<file path="src/rtl/alu_pkg.sv">
// alu_pkg: shared definitions for the sequential ALU (alu_seq).
//   op_e    : 4-bit operation codes driven on alu_seq.op (13-15 are illegal)
//   state_e : control FSM states of alu_seq
//   OP_W    : operation code width
package alu_pkg;

  localparam int unsigned OP_W = 4;

  typedef enum logic [OP_W-1:0] {
    OP_AND   = 4'd0,
    OP_OR    = 4'd1,
    OP_ADD   = 4'd2,
    OP_SUB   = 4'd3,
    OP_MUL   = 4'd4,
    OP_DIV   = 4'd5,
    OP_SHR   = 4'd6,
    OP_SHL   = 4'd7,
    OP_ROR   = 4'd8,
    OP_ROL   = 4'd9,
    OP_NEG   = 4'd10,
    OP_NOT   = 4'd11,
    OP_INCPC = 4'd12
  } op_e;

  typedef enum logic [1:0] {
    ST_IDLE,
    ST_MUL,
    ST_DIV,
    ST_FIX
  } state_e;

endpackage

</file>
<file path="src/rtl/alu_seq_muldiv.sv">
// alu_seq_muldiv: iterative signed radix-2 Booth multiplier and restoring
// divider, plus the divide sign fix-up.
//   clk, clr      : clock, asynchronous active-high reset
//   start_i       : load operands (first iteration is performed on this edge)
//   div_i         : with start_i, selects divide instead of multiply
//   step_i        : perform one further iteration
//   a_i, b_i      : operands (multiplicand/dividend, multiplier/divisor)
//   last_o        : current step is the final iteration
//   mul_hi_o/lo_o : product as it will be after the current step
//   div_hi_o/lo_o : signed remainder / quotient from the settled registers
//   div_zero_o    : last loaded divide had a zero divisor
module alu_seq_muldiv #(
  parameter int unsigned WIDTH = 32
) (
  input  logic             clk,
  input  logic             clr,
  input  logic             start_i,
  input  logic             div_i,
  input  logic             step_i,
  input  logic [WIDTH-1:0] a_i,
  input  logic [WIDTH-1:0] b_i,
  output logic             last_o,
  output logic [WIDTH-1:0] mul_hi_o,
  output logic [WIDTH-1:0] mul_lo_o,
  output logic [WIDTH-1:0] div_hi_o,
  output logic [WIDTH-1:0] div_lo_o,
  output logic             div_zero_o
);

  localparam int unsigned SHW = $clog2(WIDTH);
  // Iteration 1 happens on the start edge, so the WIDTH-th iteration is the
  // step taken while the counter reads WIDTH-2.
  localparam logic [SHW-1:0] CNT_LAST = SHW'(WIDTH - 2);

  // Booth accumulator {A (WIDTH+1 bits), Q (WIDTH bits), q-1}; the extra A bit
  // keeps A +/- M from overflowing when M is the most negative value.
  function automatic logic [2*WIDTH+1:0] booth_step(input logic [2*WIDTH+1:0] p,
                                                    input logic [WIDTH:0]     m);
    logic [WIDTH:0] acc;
    acc = p[2*WIDTH+1:WIDTH+1];
    case (p[1:0])
      2'b01:   acc = acc + m;
      2'b10:   acc = acc - m;
      default: acc = acc;
    endcase
    return {acc[WIDTH], acc, p[WIDTH:1]};
  endfunction

  // One restoring step; returns {remainder, quotient}.
  function automatic logic [2*WIDTH-1:0] div_step(input logic [WIDTH-1:0] rem,
                                                  input logic [WIDTH-1:0] quo,
                                                  input logic [WIDTH-1:0] dvs);
    logic [WIDTH:0] sh;
    logic           ge;
    sh = {rem, quo[WIDTH-1]};
    ge = (sh >= {1'b0, dvs});
    return {(ge ? WIDTH'(sh - {1'b0, dvs}) : sh[WIDTH-1:0]), quo[WIDTH-2:0], ge};
  endfunction

  logic [SHW-1:0]     cnt_q, cnt_d;
  logic [2*WIDTH+1:0] p_q, p_d, p_step;
  logic [WIDTH:0]     m_q, m_d;
  logic [WIDTH-1:0]   rem_q, rem_d, quo_q, quo_d, dvs_q, dvs_d;
  logic               negq_q, negq_d, negr_q, negr_d, dz_q, dz_d, div_q, div_d;
  logic [WIDTH-1:0]   a_mag, b_mag;

  assign a_mag  = a_i[WIDTH-1] ? -a_i : a_i;
  assign b_mag  = b_i[WIDTH-1] ? -b_i : b_i;
  assign p_step = booth_step(p_q, m_q);

  always_comb begin
    cnt_d  = cnt_q;
    p_d    = p_q;
    m_d    = m_q;
    rem_d  = rem_q;
    quo_d  = quo_q;
    dvs_d  = dvs_q;
    negq_d = negq_q;
    negr_d = negr_q;
    dz_d   = dz_q;
    div_d  = div_q;
    if (start_i) begin
      cnt_d = '0;
      div_d = div_i;
      m_d   = {a_i[WIDTH-1], a_i};
      p_d   = booth_step({{(WIDTH+1){1'b0}}, b_i, 1'b0}, {a_i[WIDTH-1], a_i});
      dvs_d = b_mag;
      if (b_i == '0) begin
        // Zero divisor: preload so the fix-up yields hi=a, lo=all ones.
        dz_d   = 1'b1;
        rem_d  = a_i;
        quo_d  = '1;
        negq_d = 1'b0;
        negr_d = 1'b0;
      end else begin
        dz_d           = 1'b0;
        {rem_d, quo_d} = div_step('0, a_mag, b_mag);
        negq_d         = a_i[WIDTH-1] ^ b_i[WIDTH-1];
        negr_d         = a_i[WIDTH-1];
      end
    end else if (step_i) begin
      cnt_d = cnt_q + 1'b1;
      if (div_q) {rem_d, quo_d} = div_step(rem_q, quo_q, dvs_q);
      else       p_d = p_step;
    end
  end

  always_ff @(posedge clk or posedge clr) begin
    if (clr) begin
      cnt_q  <= '0;
      p_q    <= '0;
      m_q    <= '0;
      rem_q  <= '0;
      quo_q  <= '0;
      dvs_q  <= '0;
      negq_q <= 1'b0;
      negr_q <= 1'b0;
      dz_q   <= 1'b0;
      div_q  <= 1'b0;
    end else begin
      cnt_q  <= cnt_d;
      p_q    <= p_d;
      m_q    <= m_d;
      rem_q  <= rem_d;
      quo_q  <= quo_d;
      dvs_q  <= dvs_d;
      negq_q <= negq_d;
      negr_q <= negr_d;
      dz_q   <= dz_d;
      div_q  <= div_d;
    end
  end

  assign last_o     = step_i && (cnt_q == CNT_LAST);
  assign mul_hi_o   = p_step[2*WIDTH:WIDTH+1];
  assign mul_lo_o   = p_step[WIDTH:1];
  assign div_hi_o   = negr_q ? -rem_q : rem_q;
  assign div_lo_o   = negq_q ? -quo_q : quo_q;
  assign div_zero_o = dz_q;

endmodule

</file>
<file path="src/rtl/alu_seq.sv">
// alu_seq: sequential ALU with start/busy/done handshake.
// Single-cycle ops complete on the accepting edge; MUL takes WIDTH cycles,
// DIV WIDTH+1 (2 with a zero divisor) via alu_seq_muldiv.
//   clk, clr             : clock, asynchronous active-high reset
//   start, op, a, b      : request, op code (alu_pkg::op_e), operands
//   busy                 : MUL/DIV in progress; start ignored meanwhile
//   done                 : one-cycle pulse, results valid from this cycle
//   result_hi, result_lo : 2*WIDTH result, held until the next done
//   div_zero, illegal_op : status of the last completed op
// Build option ALU_SEQ_FLAGS_EN adds flag_z/flag_n/flag_c/flag_v.
module alu_seq
  import alu_pkg::*;
#(
  parameter int unsigned WIDTH  = 32,
  parameter int unsigned PC_INC = 4
) (
  input  logic             clk,
  input  logic             clr,
  input  logic             start,
  input  logic [OP_W-1:0]  op,
  input  logic [WIDTH-1:0] a,
  input  logic [WIDTH-1:0] b,
  output logic             busy,
  output logic             done,
  output logic [WIDTH-1:0] result_hi,
  output logic [WIDTH-1:0] result_lo,
  output logic             div_zero,
  output logic             illegal_op
`ifdef ALU_SEQ_FLAGS_EN
  ,
  output logic             flag_z,
  output logic             flag_n,
  output logic             flag_c,
  output logic             flag_v
`endif
);

  localparam int unsigned SHW = $clog2(WIDTH);

  state_e           state_q, state_d;
  logic [WIDTH-1:0] hi_q, hi_d, lo_q, lo_d;
  logic             done_q, done_d, dz_q, dz_d, ill_q, ill_d;

  logic             md_start, md_div, md_step, md_last, md_dz;
  logic [WIDTH-1:0] mul_hi, mul_lo, div_hi, div_lo;

  logic [SHW-1:0]   amt;
  logic [WIDTH-1:0] sum;

  assign amt = b[SHW-1:0];

`ifdef ALU_SEQ_FLAGS_EN
  logic [3:0] flags_q, flags_d;  // {z, n, c, v}
  logic       carry, c_new, v_new;
  logic [WIDTH:0] sum_ext;
  // SUB as a + ~b + 1 so the carry-out is the not-borrow.
  assign sum_ext = (op == OP_SUB) ? ({1'b0, a} + {1'b0, ~b} + (WIDTH+1)'(1))
                                  : ({1'b0, a} + {1'b0, b});
  assign sum   = sum_ext[WIDTH-1:0];
  assign carry = sum_ext[WIDTH];
`else
  assign sum = (op == OP_SUB) ? (a - b) : (a + b);
`endif

  alu_seq_muldiv #(
    .WIDTH(WIDTH)
  ) u_muldiv (
    .clk        (clk),
    .clr        (clr),
    .start_i    (md_start),
    .div_i      (md_div),
    .step_i     (md_step),
    .a_i        (a),
    .b_i        (b),
    .last_o     (md_last),
    .mul_hi_o   (mul_hi),
    .mul_lo_o   (mul_lo),
    .div_hi_o   (div_hi),
    .div_lo_o   (div_lo),
    .div_zero_o (md_dz)
  );

  always_comb begin
    state_d  = state_q;
    hi_d     = hi_q;
    lo_d     = lo_q;
    done_d   = 1'b0;
    dz_d     = dz_q;
    ill_d    = ill_q;
    md_start = 1'b0;
    md_div   = 1'b0;
    md_step  = 1'b0;
`ifdef ALU_SEQ_FLAGS_EN
    flags_d  = flags_q;
    c_new    = 1'b0;
    v_new    = 1'b0;
`endif
    case (state_q)
      ST_IDLE: begin
        if (start) begin
          dz_d  = 1'b0;
          ill_d = 1'b0;
          case (op)
            OP_MUL: begin
              md_start = 1'b1;
              state_d  = ST_MUL;
            end
            OP_DIV: begin
              md_start = 1'b1;
              md_div   = 1'b1;
              state_d  = (b == '0) ? ST_FIX : ST_DIV;
            end
            default: begin
              done_d = 1'b1;
              hi_d   = '0;
              case (op)
                OP_AND:   lo_d = a & b;
                OP_OR:    lo_d = a | b;
                OP_ADD: begin
                  lo_d = sum;
                  hi_d = {WIDTH{sum[WIDTH-1]}};
`ifdef ALU_SEQ_FLAGS_EN
                  c_new = carry;
                  v_new = (a[WIDTH-1] == b[WIDTH-1]) && (sum[WIDTH-1] != a[WIDTH-1]);
`endif
                end
                OP_SUB: begin
                  lo_d = sum;
                  hi_d = {WIDTH{sum[WIDTH-1]}};
`ifdef ALU_SEQ_FLAGS_EN
                  c_new = carry;
                  v_new = (a[WIDTH-1] != b[WIDTH-1]) && (sum[WIDTH-1] != a[WIDTH-1]);
`endif
                end
                OP_SHR:   lo_d = a >> amt;
                OP_SHL:   lo_d = a << amt;
                OP_ROR:   lo_d = WIDTH'({a, a} >> amt);
                OP_ROL:   lo_d = WIDTH'(({a, a} << amt) >> WIDTH);
                OP_NEG:   lo_d = -b;
                OP_NOT:   lo_d = ~b;
                OP_INCPC: lo_d = b + WIDTH'(PC_INC);
                default: begin
                  lo_d  = '0;
                  ill_d = 1'b1;
                end
              endcase
            end
          endcase
        end
      end
      ST_MUL: begin
        md_step = 1'b1;
        if (md_last) begin
          hi_d    = mul_hi;
          lo_d    = mul_lo;
          done_d  = 1'b1;
          state_d = ST_IDLE;
`ifdef ALU_SEQ_FLAGS_EN
          v_new = (mul_hi != {WIDTH{mul_lo[WIDTH-1]}});
`endif
        end
      end
      ST_DIV: begin
        md_step = 1'b1;
        if (md_last) state_d = ST_FIX;
      end
      ST_FIX: begin
        hi_d    = div_hi;
        lo_d    = div_lo;
        dz_d    = md_dz;
        done_d  = 1'b1;
        state_d = ST_IDLE;
      end
      default: state_d = ST_IDLE;
    endcase
`ifdef ALU_SEQ_FLAGS_EN
    if (done_d) flags_d = {({hi_d, lo_d} == '0), hi_d[WIDTH-1], c_new, v_new};
`endif
  end

  always_ff @(posedge clk or posedge clr) begin
    if (clr) begin
      state_q <= ST_IDLE;
      hi_q    <= '0;
      lo_q    <= '0;
      done_q  <= 1'b0;
      dz_q    <= 1'b0;
      ill_q   <= 1'b0;
`ifdef ALU_SEQ_FLAGS_EN
      flags_q <= '0;
`endif
    end else begin
      state_q <= state_d;
      hi_q    <= hi_d;
      lo_q    <= lo_d;
      done_q  <= done_d;
      dz_q    <= dz_d;
      ill_q   <= ill_d;
`ifdef ALU_SEQ_FLAGS_EN
      flags_q <= flags_d;
`endif
    end
  end

  assign busy       = (state_q != ST_IDLE);
  assign done       = done_q;
  assign result_hi  = hi_q;
  assign result_lo  = lo_q;
  assign div_zero   = dz_q;
  assign illegal_op = ill_q;
`ifdef ALU_SEQ_FLAGS_EN
  assign flag_z = flags_q[3];
  assign flag_n = flags_q[2];
  assign flag_c = flags_q[1];
  assign flag_v = flags_q[0];
`endif

endmodule

</file>
<file path="config.mk">
export PLATFORM = sky130hd
export DESIGN_NAME = alu_seq
export DESIGN_NICKNAME = d
export VERILOG_FILES = /design/src/rtl/alu_pkg.sv /design/src/rtl/alu_seq_muldiv.sv /design/src/rtl/alu_seq.sv
export SDC_FILE = /design/constraint.sdc
export NUM_CORES = 2
export LEC_CHECK = 0
export ABC_AREA = 1
export ABC_CLOCK_PERIOD_IN_PS = 11100
export CORE_MARGIN = 8
export CORE_UTILIZATION = 30
export CTS_CLUSTER_SIZE = 20
export DETAILED_ROUTE_END_ITERATION = 10
export GPL_TIMING_DRIVEN = 0
export SYNTH_ARGS = -nofsm -noshare
export SYNTH_HDL_FRONTEND = slang
export SYNTH_SLANG_ARGS = --single-unit
export TNS_END_PERCENT = 50
</file>
<file path="constraint.sdc">
create_clock -name clk -period 11.1 [get_ports clk]
set_clock_uncertainty 0.2 [all_clocks]
set_input_delay 1.11 -clock clk [delete_from_list [all_inputs] [get_ports clk]]
set_output_delay 1.11 -clock clk [all_outputs]
set_load 0.1 [all_outputs]
</file>
# Word level (Yosys, flattened, before mapping)
# Cells that the tools add are included.
totals:
  output_inout_bits: 68
  in_bits: 71
  rom_bits: 0
  latch_bits: 0
  regBits: 272
  mem_bits_rw: 0
  word_cells: 138
  mem_count: 0
classes:
  n_shift: 4
  n_mux: 56
  n_bitwise: 4
  eq_ne: 24
  n_reduce_logical: 19
  order_cmp: 2
  n_addsub: 13
  div: 0
  multipliers: 0
ops:
  columns: ["cell", "count"]
  rows:
  - ["32-bit 2-to-1 mux", 22]
  - ["32-bit case mux with 10 select lines", 1]
  - ["66-bit 2-to-1 mux", 3]
  - ["32-bit case mux with 3 select lines", 2]
  - ["32-bit negator", 4]
  - ["33-bit case mux with 2 select lines", 1]
  - ["64-bit by 5-bit left shift with 64-bit output", 1]
  - ["64-bit by 5-bit >> shifter with 32-bit output", 1]
  - ["32-bit subtractor", 2]
  - ["33-bit adder", 1]
  - ["33-bit by 32-bit >= comparator with 1-bit output", 1]
  - ["33-bit 2-to-1 mux", 1]
  - ["1-bit by 32-bit subtractor with 33-bit output, first input constant", 1]
  - ["33-bit subtractor", 1]
  - ["32-bit by 3-bit adder with 32-bit output, second input constant", 1]
  - ["32-bit adder", 1]
  - ["32-bit bitwise AND", 1]
  - ["1-bit by 32-bit >= comparator with 1-bit output", 1]
  - ["32-bit zero test", 1]
  - ["32-bit NOT", 1]
  - ["32-bit bitwise OR", 1]
  - ["32-bit by 5-bit left shift with 32-bit output", 1]
  - ["32-bit by 5-bit >> shifter with 32-bit output", 1]
  - ["1-bit by 32-bit subtractor with 32-bit output", 1]
  - ["27 further kinds", 70]

# Logic depth before layout (Yosys ltp)
logic_depth:
  ltp_word: 7
  ltp_mapped: 31
  depth_no_buf: 28

# By module
# From an unflattened synthesis, not the netlist that was laid out.
unflattened:
  cells_unflattened: 5534
  hier_area_um2: 32421.1
modules_own_cells:
  columns: ["mod", "n_inst", "seq_area_each_um2", "cells_each", "area_each_um2"]
  rows:
  - ["alu_seq_muldiv", 1, 5054.8, 2978, 18748.0]
  - ["alu_seq", 1, 1726.7, 2556, 13673.1]

# Least setup slack after synthesis
# No wires, ideal clock.
synth_path:
  path_type: "input -> register"
  start: "input b[2]"
  end: "register hi_q[10], in the netlist result_hi[10]"
  n_path_buf: 5
  t_required_ps: 10779
  arrival_time_ps: 4544
  setup_slack_ps: 6235
  cell_stages: 26
  setup_time_ps: 121
  cell_sequence: "buf_4 > inv_2 > clkbuf_1 > clkbuf_1 > ha_1 > nand2_2 > inv_2 > nand3_4 > nor2_1 > nand2_1 > nand2_1 > nand2_1 > nand2_1 > o21ai_0 > ha_1 > a21oi_1 > nor2_1 > nor2_1 > o21ai_0 > a21oi_1 > nand3b_1 > nand4_1 > nand2_1 > buf_4 > buf_4 > o22a_1"
synth_via:
  elab_chain_len: 6
  elab_cells_between_ends: 7
  classes_between: "add/sub (2); mux (5)"
synth_lines:
  columns: ["item", "line", "source"]
  rows:
  - ["from (decl)", "alu_seq.sv:22", "input logic [WIDTH-1:0] b,"]
  - ["32-bit adder / 32-bit subtractor (equally long branches)", "alu_seq.sv:62", "assign sum = (op == OP_SUB) ? (a - b) : (a + b);"]
  - ["32-bit 2-to-1 mux *", "alu_seq.sv:62", null]
  - ["32-bit 2-to-1 mux *", "alu_seq.sv:116", "case (op)"]
  - ["32-bit 2-to-1 mux *", "alu_seq.sv:103", "case (op)"]
  - ["32-bit 2-to-1 mux *", "alu_seq.sv:100", "if (start) begin"]
  - ["32-bit case mux with 3 select lines *", "alu_seq.sv:98", "case (state_q)"]
  - ["to (signal assigned)", "alu_seq.sv:194", "hi_q <= hi_d;"]
  - ["to (decl)", "alu_seq.sv:41", "logic [WIDTH-1:0] hi_q, hi_d, lo_q, lo_d;"]
# Every way passes the cells marked *; elsewhere a longest branch is shown, timed or not. The select of a mux whose other input is x is not followed.
# A chain may end at the register's enable or synchronous reset.

# Worst setup path after layout
layout_path:
  start: "input b[0]"
  end: "register hi_q[14], in the netlist result_hi[14]"
# The elaborated chain is that of the path after synthesis.

==> impl_metrics.py <==
metrics = {
    "status": {
        "status": "finished, violations left",
        "violations": "max-capacitance violations, max-slew violations",
    },
    "synth": {
        "synthCells": 5225,
        "async_flop_share_pct": 100,
        "synth_top_cell_area_share_pct": 21.8,
        "synth_edf_count": 0,
        "synth_fp_nets": 5417,
        "ys_warn_count": 0,
        "synth_ff_type": "dfrtp_1",
        "syn_avg_cell_area_sq_um": 5.94,
        "synthTopCellsByArea": "dfrtp_1 (22%), nand2_1 (17%), o21ai_0 (11%), inv_1 (6.9%), nand3_1 (6.0%)",
        "ys_seq_elements": 271,
        "synthesis.area_sq_um": 31100,
        "yosysUniqueCellTypes": 64,
        "synth_top_area_cell": "dfrtp_1",
        "ys_seq_area_share_pct": 21.8,
    },
    "worst_setup_path": {
        "critPathMaxStageDelay_ns": 0.97,
        "rrSetupSlack_ns": 6.00,
        "reg2reg_depth": 25,
        "path_delay_family": "buffers and inverters",
        "cp_common_cell": "nand2_1",
        "rr_startpoint": "u_muldiv.m_q[0]$_DFFE_PP0P_",
        "required_ns": 11.41,
        "startpoint_type": "primary input",
        "critPathMaxFanout": 12,
        "path_buf_inv": 6,
        "rr_endpoint": "u_muldiv.p_q[63]$_DFFE_PP0P_",
        "crit_path_end_kind": "register",
        "path_class": "in2reg",
        "arrival_ns": 8.39,
        "slowest_stage": "clkdlybuf4s50_1",
    },
    "route": {
        "antenna_left": 0,
        "num_vias": 39500,
        "post-route-drc-count": 0,
        "drt_iter0_drc": 5128,
        "routed_via_density": 5.80,
        "drt_pass1_iterations": 7,
        "wl_per_cell_um": 29.7,
        "wl_um": 202000,
    },
    "placement": {
        "port-buffer-count": 128,
        "place_area_sq_um": 34100,
        "place_ws_ns": 2.95,
        "dp.cells": 6735,
        "gp_congestion": 1.07,
        "hpwl_um": 164000,
    },
    "die": {
        "ios": 139,
        "die_w_um": 338,
        "num_rows": 118,
        "design.core.area_sq_um": 103000,
        "start_util_pct": 30.1,
        "die_area_sq_um": 114000,
        "fp.dieH_um": 338,
    },
    "pwr": {
        "peakVddDrop_uv": 330,
        "power.density_nw_per_um2": 334,
        "p_leak_uw": 0.0161,
    },
    "sta": {
        "drv_slew": 40,
        "worst_pin_slew_ns": 1.67,
        "holdWs_ns": 0.291,
        "fin_tns_setup_ns": 0,
        "min_period_over_period_pct": 72.8,
        "finalHoldViolations": 0,
        "finalSetupViolCount": 0,
        "fmax_mhz": 124,
        "fin_crit_ns": 8.08,
        "slew_headroom_pct": -11.4,
        "layout_setup_ws_ns": 3.02,
        "rsz0062_at_grt": "false",
    },
    "final_layout": {
        "drive_gt1_share_pct": 5.27,
        "syn_to_final_growth_pct": 14.2,
        "final_area_sq_um": 35500,
        "final_nets": 5586,
        "final-instance-count-excl-fill": 6811,
    },
    "cts": {
        "hold_buffers": 0,
        "cts_max_path_buffers": 3,
        "clkSinkCount": 271,
        "numCtsBuffers": 37,
        "post-cts-setup-buffers": 0,
        "h-tree-depth": 2,
        "clock_latency_ns": 0.59,
        "path_clk_slew_ns": 0.06,
        "cts-resized-gates": 0,
        "root_buffer": "clkbuf_16",
        "cts_tree": "built",
    },
    "worst_hold_path": {
        "whs_path_depth": 2,
        "hold_end": "u_muldiv.dvs_q[29]$_DFFE_PP0P_",
        "hp-start": "u_muldiv.dvs_q[29]$_DFFE_PP0P_",
        "hp-class": "reg2reg",
    },
    "global_route": {
        "grt_pass1_vias": 36200,
        "grt_max_degree": 124,
        "grt_use_total_pct": 34.1,
        "antenna_found_initial": 21,
        "grt_pass1_wl_um": 277000,
        "grt.overflow.total": 0,
    },
    "flow_run": {
        "drv_cap": 5,
    },
}
-- routing by layer --
layer	GRT usage, %	vias to the layer above	part of all wire (%)
met2	50.7	2457	42
met4	23.1	8	8.2
li1	-	17800	-
met5	0	-	0.025
met3	7.38	511	10
met1	43.9	18800	40
-- stage by stage --
step / total power [uW] / utilization, %
after floorplan: 7350 / -
after detailed placement: 10200 / 33.1
final: 11800 / 34.4
after CTS: 11600 / 34.4
after global placement: 10200 / 33.1
after global routing: 12500 / 34.4
-- registers in the layout, summed over array words and instances, names as in the netlist --
signal	cells
illegal_op	1
u_muldiv.div_zero_o	1
u_muldiv.negr_q	1
u_muldiv.cnt_q	5
result_lo	32
u_muldiv.rem_q	32
u_muldiv.div_q	1
u_muldiv.dvs_q	32
state_q	2
u_muldiv.quo_q	32
u_muldiv.negq_q	1
div_zero	1
u_muldiv.m_q	32
u_muldiv.p_q	65
result_hi	32
done	1
-- worst max-delay path by stage --
stage                                            to  slack, ns  start  cells past startpoint
after floorplan                div_zero$_DFFE_PP0P_       2.32    clr                      1
after global placement     result_lo[5]$_DFFE_PP0P_      -2.19    clr                      2
after detailed placement  result_hi[14]$_DFFE_PP0P_       2.95   b[0]                     26
after CTS                 result_hi[14]$_DFFE_PP0P_       3.53   b[0]                     26
after global routing      result_hi[18]$_DFFE_PP0P_       3.01   b[0]                     28
final                     result_hi[14]$_DFFE_PP0P_       3.02   b[0]                     26
-- cell type report --
type                       count  area [sq um]
buffer                       279          1190
sequential                   271          6780
multi-input combinational   4081         20900
fill                       11800         67600
clock inverter                16           249
clock buffer                  52          1060
antenna                        8          20.0
inverter                     594          2240
tap                         1380          1730
timing repair buffer         130          1340
-- layout by cell type (no fill, tap or decap), types with 11 or more instances in the layout --
| master | n |
|---|---|
| a21oi_1 | 275 |
| nand4_1 | 69 |
| xnor2_1 | 17 |
| o22a_1 | 18 |
| ha_1 | 118 |
| o21ai_1 | 14 |
| or2_2 | 73 |
| mux2i_1 | 16 |
| a2bb2oi_1 | 11 |
| nor4_1 | 24 |
| o21a_1 | 13 |
| nand3_2 | 23 |
| nor2_2 | 18 |
| o22ai_1 | 30 |
| dfrtp_1 | 271 |
| inv_2 | 17 |
| o2111ai_1 | 21 |
| xor2_1 | 64 |
| o211ai_1 | 59 |
| clkdlybuf4s50_1 | 128 |
| clkbuf_16 | 38 |
| nor2_1 | 486 |
| nor2_4 | 12 |
| o221ai_1 | 25 |
| nand3_1 | 375 |
| inv_1 | 571 |
| buf_2 | 37 |
| clkbuf_1 | 202 |
| a31oi_1 | 45 |
| nand3b_1 | 11 |
| buf_1 | 30 |
| nand2_1 | 1386 |
| a21boi_0 | 18 |
| o21ai_0 | 666 |
| nor3_1 | 71 |
| a211oi_1 | 14 |
-- cell usage after synthesis (37+ instances only) --
master	number
nand3_1	375
ha_1	118
o21ai_0	666
a21oi_1	275
nand2_1	1386
nand4_1	69
a31oi_1	45
nor3_1	71
inv_1	572
dfrtp_1	271
or2_2	73
buf_2	37
clkbuf_1	194
xor2_1	64
o211ai_1	59
nor2_1	486
-- worst register-to-register path, stage by stage, from the launching register on --
cell and delay (ns):
dfrtp_1 0.39, inv_1 0.12, ha_1 0.17, nand3_1 0.11, nor2_1 0.11, nand2_1 0.07, nor3_1 0.49, nand3_1 0.27
nor2_1 0.21, nand2_1 0.11, inv_1 0.08, nand2_1 0.08, nand2_1 0.08, xor2_1 0.25, ha_1 0.36, a21oi_1 0.23
o21ai_0 0.17, a21oi_1 0.29, inv_1 0.07, a21oi_1 0.18, nand2_1 0.07, nand2_1 0.05, nand3_1 0.07, o21ai_0 0.41
nor2_1 0.09, o21a_1 0.23
-- kinds of logic (layout without fill, tap and decap cells) --
| kind of cell | after synthesis | after routing | share of synthesized area (%) |
|---|---|---|---|
| AO/OA/AOI/OAI | 1274 | 1274 | 23.2 |
| XOR/XNOR | 81 | 81 | 2.28 |
| adder cells (fa/ha/maj) | 121 | 121 | 4.95 |
| buffers and inverters | 873 | 1071 | 11.0 |
| flip-flops | 271 | 271 | 21.8 |
| multiplexers | 17 | 17 | 0.552 |
| other | 0 | 8 | 0 |
| AND/OR/NAND/NOR | 2588 | 2588 | 36.2 |
-- power by group --
group	internal (uW)	switching [uW]
Clock	792	544
Combinational	2420	6100
Sequential	1490	483
No activity file was read; power rests on OpenSTA's default activity.
